$ cat src/rtl/output_route_if.sv
// Bundle of the sequencer's control, upstream stream and demux-side signals.
// The master modport is the sequencer's view; the slave modport is the
// view of whatever surrounds it (array, demux, pooling unit, host).
interface output_route_if #(
  parameter int DATA_WIDTH = 32,
  parameter int ADDR_WIDTH = 10,
  parameter int CNT_WIDTH  = 16
);
  logic                  start;
  logic                  cfg_mode;
  logic [CNT_WIDTH-1:0]  cfg_count;
  logic [ADDR_WIDTH-1:0] cfg_base_addr;
  logic                  busy;
  logic                  done;
  logic                  err;
  logic                  in_valid;
  logic [DATA_WIDTH-1:0] in_data;
  logic                  in_ready;
  logic                  sel;
  logic [DATA_WIDTH-1:0] route_data;
  logic                  buf_we;
  logic [ADDR_WIDTH-1:0] buf_addr;
  logic                  pool_valid;
  logic                  pool_first;
  logic                  pool_last;
  logic                  pool_ready;

  modport master (
    input  start, cfg_mode, cfg_count, cfg_base_addr,
    input  in_valid, in_data, pool_ready,
    output busy, done, err, in_ready,
    output sel, route_data, buf_we, buf_addr,
    output pool_valid, pool_first, pool_last
  );

  modport slave (
    output start, cfg_mode, cfg_count, cfg_base_addr,
    output in_valid, in_data, pool_ready,
    input  busy, done, err, in_ready,
    input  sel, route_data, buf_we, buf_addr,
    input  pool_valid, pool_first, pool_last
  );
endinterface

$ cat src/rtl/output_route_ctrl.sv
// Convolution-output demux sequencer: takes one layer of result words,
// registers each one once and sends it either to the main buffer as
// addressed writes or to max pooling as windowed groups with backpressure.
module output_route_ctrl #(
  parameter int   DATA_WIDTH   = 32,
  parameter int   ADDR_WIDTH   = 10,
  parameter int   CNT_WIDTH    = 16,
  parameter int   POOL_WINDOW  = 4,
  parameter logic FULLY_CONVOL = 1'b0,
  parameter logic MAX_POOLING  = 1'b1
) (
  input logic           clk,
  input logic           rst_n,
  output_route_if.master bus
);
  localparam int WIN_BITS = $clog2(POOL_WINDOW);

  typedef enum logic [1:0] {IDLE, RUN, DONE} state_t;

  state_t                state;
  state_t                state_next;
  logic [CNT_WIDTH-1:0]  count_q;
  logic [CNT_WIDTH-1:0]  accepted;
  logic [CNT_WIDTH-1:0]  emitted;
  logic [ADDR_WIDTH-1:0] base_q;
  logic                  sel_q;
  logic                  hold_valid;
  logic [DATA_WIDTH-1:0] hold_data;
  logic                  err_q;
  logic                  cfg_bad;
  logic                  start_ok;
  logic                  sink_ready;
  logic                  in_ready_int;
  logic                  accept;
  logic                  emit;
  logic                  last_emit;
  logic [WIN_BITS-1:0]   win_idx;

  // A layer must contain words, and a pooled layer must fill whole windows.
  assign cfg_bad  = (bus.cfg_count == '0) ||
                    ((bus.cfg_mode == MAX_POOLING) && (bus.cfg_count[WIN_BITS-1:0] != '0));
  assign start_ok = (state == IDLE) && bus.start && !cfg_bad;

  // The main buffer never stalls; the pooling unit may.
  assign sink_ready   = (sel_q == FULLY_CONVOL) ? 1'b1 : bus.pool_ready;
  assign in_ready_int = (state == RUN) && (accepted < count_q) && (!hold_valid || sink_ready);
  assign accept       = bus.in_valid && in_ready_int;
  assign emit         = hold_valid && sink_ready;
  assign last_emit    = emit && (emitted == (count_q - CNT_WIDTH'(1)));
  assign win_idx      = emitted[WIN_BITS-1:0];

  // Next-state logic: the layer ends on the emit of its final word.
  always_comb begin
    state_next = state;
    case (state)
      IDLE:    if (start_ok) state_next = RUN;
      RUN:     if (last_emit) state_next = DONE;
      DONE:    state_next = IDLE;
      default: state_next = IDLE;
    endcase
  end

  // State register.
  always_ff @(posedge clk or negedge rst_n) begin
    if (!rst_n) state <= IDLE;
    else        state <= state_next;
  end

  // Layer configuration is captured only on an accepted start, so a
  // rejected or ignored start leaves sel and the base/count untouched.
  always_ff @(posedge clk or negedge rst_n) begin
    if (!rst_n) begin
      count_q <= '0;
      base_q  <= '0;
      sel_q   <= FULLY_CONVOL;
    end else if (start_ok) begin
      count_q <= bus.cfg_count;
      base_q  <= bus.cfg_base_addr;
      sel_q   <= bus.cfg_mode;
    end
  end

  // Word counters; both restart from zero with each new layer.
  always_ff @(posedge clk or negedge rst_n) begin
    if (!rst_n) begin
      accepted <= '0;
      emitted  <= '0;
    end else if (start_ok) begin
      accepted <= '0;
      emitted  <= '0;
    end else begin
      if (accept) accepted <= accepted + CNT_WIDTH'(1);
      if (emit)   emitted  <= emitted + CNT_WIDTH'(1);
    end
  end

  // Single output stage; an accept in the same cycle as an emit refills it
  // directly so back-to-back words leave no bubble.
  always_ff @(posedge clk or negedge rst_n) begin
    if (!rst_n) begin
      hold_valid <= 1'b0;
      hold_data  <= '0;
    end else begin
      if (accept)    hold_valid <= 1'b1;
      else if (emit) hold_valid <= 1'b0;
      if (accept)    hold_data  <= bus.in_data;
    end
  end

  // Rejected-start strobe, aligned with the cycle busy would have risen.
  always_ff @(posedge clk or negedge rst_n) begin
    if (!rst_n) err_q <= 1'b0;
    else        err_q <= (state == IDLE) && bus.start && cfg_bad;
  end

  assign bus.busy       = (state != IDLE);
  assign bus.done       = (state == DONE);
  assign bus.err        = err_q;
  assign bus.in_ready   = in_ready_int;
  assign bus.sel        = sel_q;
  assign bus.route_data = hold_data;
  assign bus.buf_we     = hold_valid && (sel_q == FULLY_CONVOL);
  assign bus.buf_addr   = base_q + ADDR_WIDTH'(emitted);
  assign bus.pool_valid = hold_valid && (sel_q == MAX_POOLING);
  assign bus.pool_first = bus.pool_valid && (win_idx == '0);
  assign bus.pool_last  = bus.pool_valid && (win_idx == WIN_BITS'(POOL_WINDOW - 1));
endmodule

$ cat src/flat_wrapper.sv
// flat-port wrapper written by rule: the top's interface ports become plain ports
module output_route_ctrl_flat 
#(
  parameter int   DATA_WIDTH   = 32,
  parameter int   ADDR_WIDTH   = 10,
  parameter int   CNT_WIDTH    = 16,
  parameter int   POOL_WINDOW  = 4,
  parameter logic FULLY_CONVOL = 1'b0,
  parameter logic MAX_POOLING  = 1'b1
)
  (clk, rst_n, bus_start, bus_cfg_mode, bus_cfg_count, bus_cfg_base_addr, bus_in_valid, bus_in_data, bus_pool_ready, bus_busy, bus_done, bus_err, bus_in_ready, bus_sel, bus_route_data, bus_buf_we, bus_buf_addr, bus_pool_valid, bus_pool_first, bus_pool_last);
  output_route_if #(.DATA_WIDTH(DATA_WIDTH), .ADDR_WIDTH(ADDR_WIDTH), .CNT_WIDTH(CNT_WIDTH)) bus_i ();
  input logic clk;
  input logic rst_n;
  input wire logic [$bits(bus_i.start)-1:0] bus_start;
  input wire logic [$bits(bus_i.cfg_mode)-1:0] bus_cfg_mode;
  input wire logic [$bits(bus_i.cfg_count)-1:0] bus_cfg_count;
  input wire logic [$bits(bus_i.cfg_base_addr)-1:0] bus_cfg_base_addr;
  input wire logic [$bits(bus_i.in_valid)-1:0] bus_in_valid;
  input wire logic [$bits(bus_i.in_data)-1:0] bus_in_data;
  input wire logic [$bits(bus_i.pool_ready)-1:0] bus_pool_ready;
  output wire logic [$bits(bus_i.busy)-1:0] bus_busy;
  output wire logic [$bits(bus_i.done)-1:0] bus_done;
  output wire logic [$bits(bus_i.err)-1:0] bus_err;
  output wire logic [$bits(bus_i.in_ready)-1:0] bus_in_ready;
  output wire logic [$bits(bus_i.sel)-1:0] bus_sel;
  output wire logic [$bits(bus_i.route_data)-1:0] bus_route_data;
  output wire logic [$bits(bus_i.buf_we)-1:0] bus_buf_we;
  output wire logic [$bits(bus_i.buf_addr)-1:0] bus_buf_addr;
  output wire logic [$bits(bus_i.pool_valid)-1:0] bus_pool_valid;
  output wire logic [$bits(bus_i.pool_first)-1:0] bus_pool_first;
  output wire logic [$bits(bus_i.pool_last)-1:0] bus_pool_last;
  assign bus_i.start = bus_start;
  assign bus_i.cfg_mode = bus_cfg_mode;
  assign bus_i.cfg_count = bus_cfg_count;
  assign bus_i.cfg_base_addr = bus_cfg_base_addr;
  assign bus_i.in_valid = bus_in_valid;
  assign bus_i.in_data = bus_in_data;
  assign bus_i.pool_ready = bus_pool_ready;
  assign bus_busy = bus_i.busy;
  assign bus_done = bus_i.done;
  assign bus_err = bus_i.err;
  assign bus_in_ready = bus_i.in_ready;
  assign bus_sel = bus_i.sel;
  assign bus_route_data = bus_i.route_data;
  assign bus_buf_we = bus_i.buf_we;
  assign bus_buf_addr = bus_i.buf_addr;
  assign bus_pool_valid = bus_i.pool_valid;
  assign bus_pool_first = bus_i.pool_first;
  assign bus_pool_last = bus_i.pool_last;
  output_route_ctrl #(.DATA_WIDTH(DATA_WIDTH), .ADDR_WIDTH(ADDR_WIDTH), .CNT_WIDTH(CNT_WIDTH), .POOL_WINDOW(POOL_WINDOW), .FULLY_CONVOL(FULLY_CONVOL), .MAX_POOLING(MAX_POOLING)) u_core (.clk(clk), .rst_n(rst_n), .bus(bus_i));
endmodule
$ cat config.mk
export PLATFORM = sky130hd
export DESIGN_NAME = output_route_ctrl_flat
export DESIGN_NICKNAME = d
export VERILOG_FILES = /design/src/rtl/output_route_if.sv /design/src/rtl/output_route_ctrl.sv /design/src/flat_wrapper.sv
export SDC_FILE = /design/constraint.sdc
export NUM_CORES = 1
export LEC_CHECK = 0
export BUFFER_PORTS_ARGS = -buffer_cell sky130_fd_sc_hd__buf_2
export CORE_MARGIN = 1.5
export CORE_UTILIZATION = 38
export DETAILED_ROUTE_END_ITERATION = 12
export PLACE_DENSITY_LB_ADDON = 0.25
export SKIP_CTS_REPAIR_TIMING = 1
export SYNTH_ARGS = -nofsm -noshare
export SYNTH_HDL_FRONTEND = slang
export SYNTH_SLANG_ARGS = --single-unit
$ cat constraint.sdc
create_clock -name clk -period 2.8 [get_ports clk]
set_input_delay 0.14 -clock clk [delete_from_list [all_inputs] [get_ports clk]]
set_output_delay 0.14 -clock clk [all_outputs]
set_load 0.03 [all_outputs]
==> run summary <==
======================================================================================
Core area ............................................................... 0.0139 sq mm
Weighted congestion reported at the end of routability-driven placement .        0.904
Remaining Overflow, GRT .................................................            0
Post-Syn Nets ...........................................................          636
Die outline height ......................................................       122 um
Most instantiated library cell after synthesis .......................... sky130_fd_sc_hd__dfrtp_1
Post-Route WL ...........................................................     13400 um
Unrepaired setup endpoints after global routing .........................           no
GRT Max-Usage Layer .....................................................         met2
Post-synthesis cell count ...............................................          543
First-pass iteration count of the detailed router .......................            4
DR iter-0 viols .........................................................          239
Bufs on Longest Clock Path ..............................................            2
Nets ....................................................................          754
Flip-flop and latch area ................................................ 0.00238 sq mm
Setup tns final .........................................................         0 ns
Final hold violations ...................................................            0
DR vias/cell ............................................................         5.32
CTS tree ................................................................         done
Total I/O pin count .....................................................          115
Via count of the first global-routing pass ..............................         4334
Part of the cycle the worst path needs ..................................        95.6%
Mean instance size in the synthesized netlist ...........................   9.96 sq um
Tot Pwr .................................................................      6.28 mW
Slack of the worst reg-to-reg path ......................................      0.20 ns
Maximum number of pins on one net before global-route repair ............           53
Setup skew after layout .................................................   0.00903 ns
Clock sink total ........................................................           95
Clock-pin slew of the registers on the worst-case setup and hold paths ..      0.07 ns
Setup-failing EPs final .................................................            0
Minimum clock period ....................................................      2.68 ns
CTS root buf ............................................................ sky130_fd_sc_hd__clkbuf_16
Worst-Margin Slew .......................................................     0.926 ns
Most numerous cell types in the synthesized netlist ..................... sky130_fd_sc_hd__dfrtp_1, sky130_fd_sc_hd__nand2_1, sky130_fd_sc_hd__mux2_2
Signed area change from the synthesized netlist to the final layout .....        22.2%
CTS buffer count ........................................................            9
Met3 Track Usage GR .....................................................        5.86%
Level count of the clock H-tree .........................................            3
Synthesized area ........................................................ 0.00541 sq mm
Setup Crit Path Kind .................................................... flop to output port
Global routing usage summed across all routing layers ...................        18.6%
Synth top area cells .................................................... sky130_fd_sc_hd__dfrtp_1, sky130_fd_sc_hd__mux2_2, sky130_fd_sc_hd__ha_1, sky130_fd_sc_hd__xnor2_1, sky130_fd_sc_hd__nand2_1
Capturing element type of the critical path .............................  output port
Leakage power of the design .............................................      3.07 nW
Die outline width .......................................................       122 um
I/O Buffers .............................................................          114
Primary FF master, synth ................................................ sky130_fd_sc_hd__dfrtp_1
Synthesis-stage register bit count ......................................           95
Launching element type of the critical path .............................         flop
Path category of the worst min-delay check .............................. primary input to flop
Detail-routed net length per standard cell ..............................      15.8 um
Fraction of layout instances using a drive strength above 1 .............        29.9%
Detailed placer's ending HPWL ...........................................     10100 um
Count of nets left with antenna violations after detail routing .........            0
Max-slew violation count ................................................            0
Count of vias placed by the detailed router .............................         4500
Timing-limited maximum frequency ........................................    0.374 GHz
Max-capacitance violation count .........................................            0
Clock insertion delay at the later pin of the skew report ...............      0.35 ns
Ys Warns ................................................................            0
Fill cells ..............................................................         1354
Share of Yosys cell area claimed by the top area cell type ..............        44.0%
Highest fanout seen on the critical path ................................            6
Final setup slack of the worst path .....................................     0.124 ns
Grt met2 use ............................................................        31.1%
Die area ................................................................ 0.0150 sq mm
Wire length of the first global-routing pass ............................     21500 um
Initial antenna violation count .........................................            1
Area of combinational cells with multiple inputs ........................ 0.00284 sq mm
Worst rel slew slack ....................................................        37.9%
Signal arrival time at the worst endpoint ...............................      2.54 ns
Effective utilization at floorplan ......................................        38.9%
DRC violation count after routing .......................................            0
Number of placement rows ................................................           43
Count of distinct cell types in the synthesized netlist .................           56
Largest area contributor in the netlist ................................. sky130_fd_sc_hd__dfrtp_1
Pre-CTS setup slack .....................................................     0.213 ns
Status ..................................................................    completed
EDFF count, synth .......................................................            0
Diode count .............................................................            0
Worst Path Required .....................................................      2.66 ns
Sequential fraction of the synthesis area ...............................        44.0%
Power density over the cells ............................................  951 mW/mm^2
Worst vdd rail ir drop ..................................................     0.521 mV
Met1 Usage GRT ..........................................................        23.4%
Proportion of synthesized flip-flops having asynchronous set or reset ...         100%
======================================================================================
==> per-stage QoR <==
| step | area (sq um) | cells | utilization (%) | hold WS, ns |
|---|---|---|---|---|
| 4_1_cts | 6560 | 843 | 47.3 | -0.141 |
| 6_report | 6610 | 846 | 47.6 | 0.0161 |
| 3_3_place_gp | 6250 | 827 | 45.0 | 0.232 |
| 3_5_place_dp | 6250 | 827 | 45.0 | 0.237 |
| 2_1_floorplan | 5410 | 543 | - | -0.156 |
| 5_1_grt | 6610 | 846 | 47.6 | 0.00628 |
==> kinds of logic (layout without fill, tap and decap cells) <==
kind of cell / count (synthesis) / after routing / share of synthesized area (%)
and+or+nand+nor: 182 / 182 / 17.3
DFF: 95 / 95 / 44.0
AOI/OAI and AO/OA: 98 / 98 / 11.7
muxes: 46 / 46 / 9.51
xor gates and xnor gates: 40 / 40 / 6.73
buffers and inverters: 53 / 176 / 3.98
adders and majority gates: 29 / 29 / 6.85
==> routing by layer <==
metal	vias up	part of all wire, %
met2	120	48
met1	2195	45
met3	9	5.6
met5	-	0
li1	2176	-
met4	0	1.1
==> state kept, by name, summed over array words and instances (netlist names) <==
name                   flops
u_core.bus.route_data     32
u_core.count_q            16
u_core.emitted            16
u_core.state               2
u_core.base_q             10
u_core.accepted           16
u_core.bus.err             1
u_core.bus.sel             1
u_core.hold_valid          1
==> path summary, 6_finish.rpt <==
check                                                          start                               endpoint  depth (start not counted)
worst min register to register  u_core.bus.route_data[8]$_DFFE_PN0P_   u_core.bus.route_data[8]$_DFFE_PN0P_                          1
worst max register to register         u_core.count_q[9]$_DFFE_PN0P_        u_core.accepted[12]$_DFFE_PN0P_                          9
min in group asynchronous                                      rst_n           u_core.base_q[1]$_DFFE_PN0P_                          2
worst min-delay path                                 bus_in_data[27]  u_core.bus.route_data[27]$_DFFE_PN0P_                          2
max in group asynchronous                                      rst_n  u_core.bus.route_data[10]$_DFFE_PN0P_                          3
worst max-delay path                   u_core.emitted[1]$_DFFE_PN0P_                        bus_buf_addr[9]                          8
==> worst max-delay path: stages (launching register included) <==
cell                       delay [ns]
sky130_fd_sc_hd__dfrtp_2         0.45
sky130_fd_sc_hd__ha_1            0.28
sky130_fd_sc_hd__a21o_1          0.18
sky130_fd_sc_hd__a21oi_2         0.18
sky130_fd_sc_hd__o21ai_1         0.11
sky130_fd_sc_hd__or4_1           0.44
sky130_fd_sc_hd__and3_1          0.16
sky130_fd_sc_hd__a211oi_1        0.18
sky130_fd_sc_hd__buf_4           0.20
==> cell usage in the layout, fill, tap and decap left out, types with 2 or more instances in the layout <==
| cell | instances |
|---|---|
| sky130_fd_sc_hd__a21o_1 | 6 |
| sky130_fd_sc_hd__dfrtp_1 | 94 |
| sky130_fd_sc_hd__buf_2 | 111 |
| sky130_fd_sc_hd__a211oi_1 | 4 |
| sky130_fd_sc_hd__ha_1 | 27 |
| sky130_fd_sc_hd__xnor2_1 | 25 |
| sky130_fd_sc_hd__nand4_1 | 14 |
| sky130_fd_sc_hd__nor4b_1 | 2 |
| sky130_fd_sc_hd__o21ai_0 | 26 |
| sky130_fd_sc_hd__xor2_1 | 14 |
| sky130_fd_sc_hd__dlygate4sd3_1 | 2 |
| sky130_fd_sc_hd__mux2i_1 | 3 |
| sky130_fd_sc_hd__nor2b_1 | 10 |
| sky130_fd_sc_hd__or4_1 | 13 |
| sky130_fd_sc_hd__inv_1 | 30 |
| sky130_fd_sc_hd__buf_12 | 3 |
| sky130_fd_sc_hd__a21oi_1 | 23 |
| sky130_fd_sc_hd__or2_2 | 3 |
| sky130_fd_sc_hd__o311ai_0 | 3 |
| sky130_fd_sc_hd__o211ai_1 | 3 |
| sky130_fd_sc_hd__inv_6 | 2 |
| sky130_fd_sc_hd__or3_1 | 3 |
| sky130_fd_sc_hd__nor3_1 | 11 |
| sky130_fd_sc_hd__nor4_1 | 6 |
| sky130_fd_sc_hd__buf_4 | 13 |
| sky130_fd_sc_hd__nand3_1 | 12 |
| sky130_fd_sc_hd__mux2_2 | 43 |
| sky130_fd_sc_hd__nand2_1 | 46 |
| sky130_fd_sc_hd__clkbuf_16 | 9 |
| sky130_fd_sc_hd__and2_1 | 6 |
| sky130_fd_sc_hd__o31ai_1 | 12 |
| sky130_fd_sc_hd__o41ai_1 | 2 |
| sky130_fd_sc_hd__o2111ai_1 | 2 |
| sky130_fd_sc_hd__o21ai_1 | 2 |
| sky130_fd_sc_hd__nand2b_1 | 3 |
| sky130_fd_sc_hd__clkbuf_8 | 2 |
| sky130_fd_sc_hd__and3_1 | 10 |
| sky130_fd_sc_hd__nor2_1 | 37 |
==> layout make-up <==
class | instances | area share, %
Multi-Input combinational cell | 395 | 43.0
Sequential cell | 95 | 36.0
Timing Repair Buffer | 129 | 11.1
Clock buffer | 11 | 3.83
Tap cell | 180 | 3.41
Inverter | 31 | 1.76
Clock inverter | 5 | 0.928
==> power by group <==
group,internal (mW),leakage [nW],total [mW],switching (mW)
Sequential,1.75,1.17,2.15,0.398
Combinational,1.11,1.74,2.84,1.73
Clock,0.748,0.157,1.30,0.549
Total,3.60,3.07,6.28,2.68
Power figures use the tool's default switching activity.
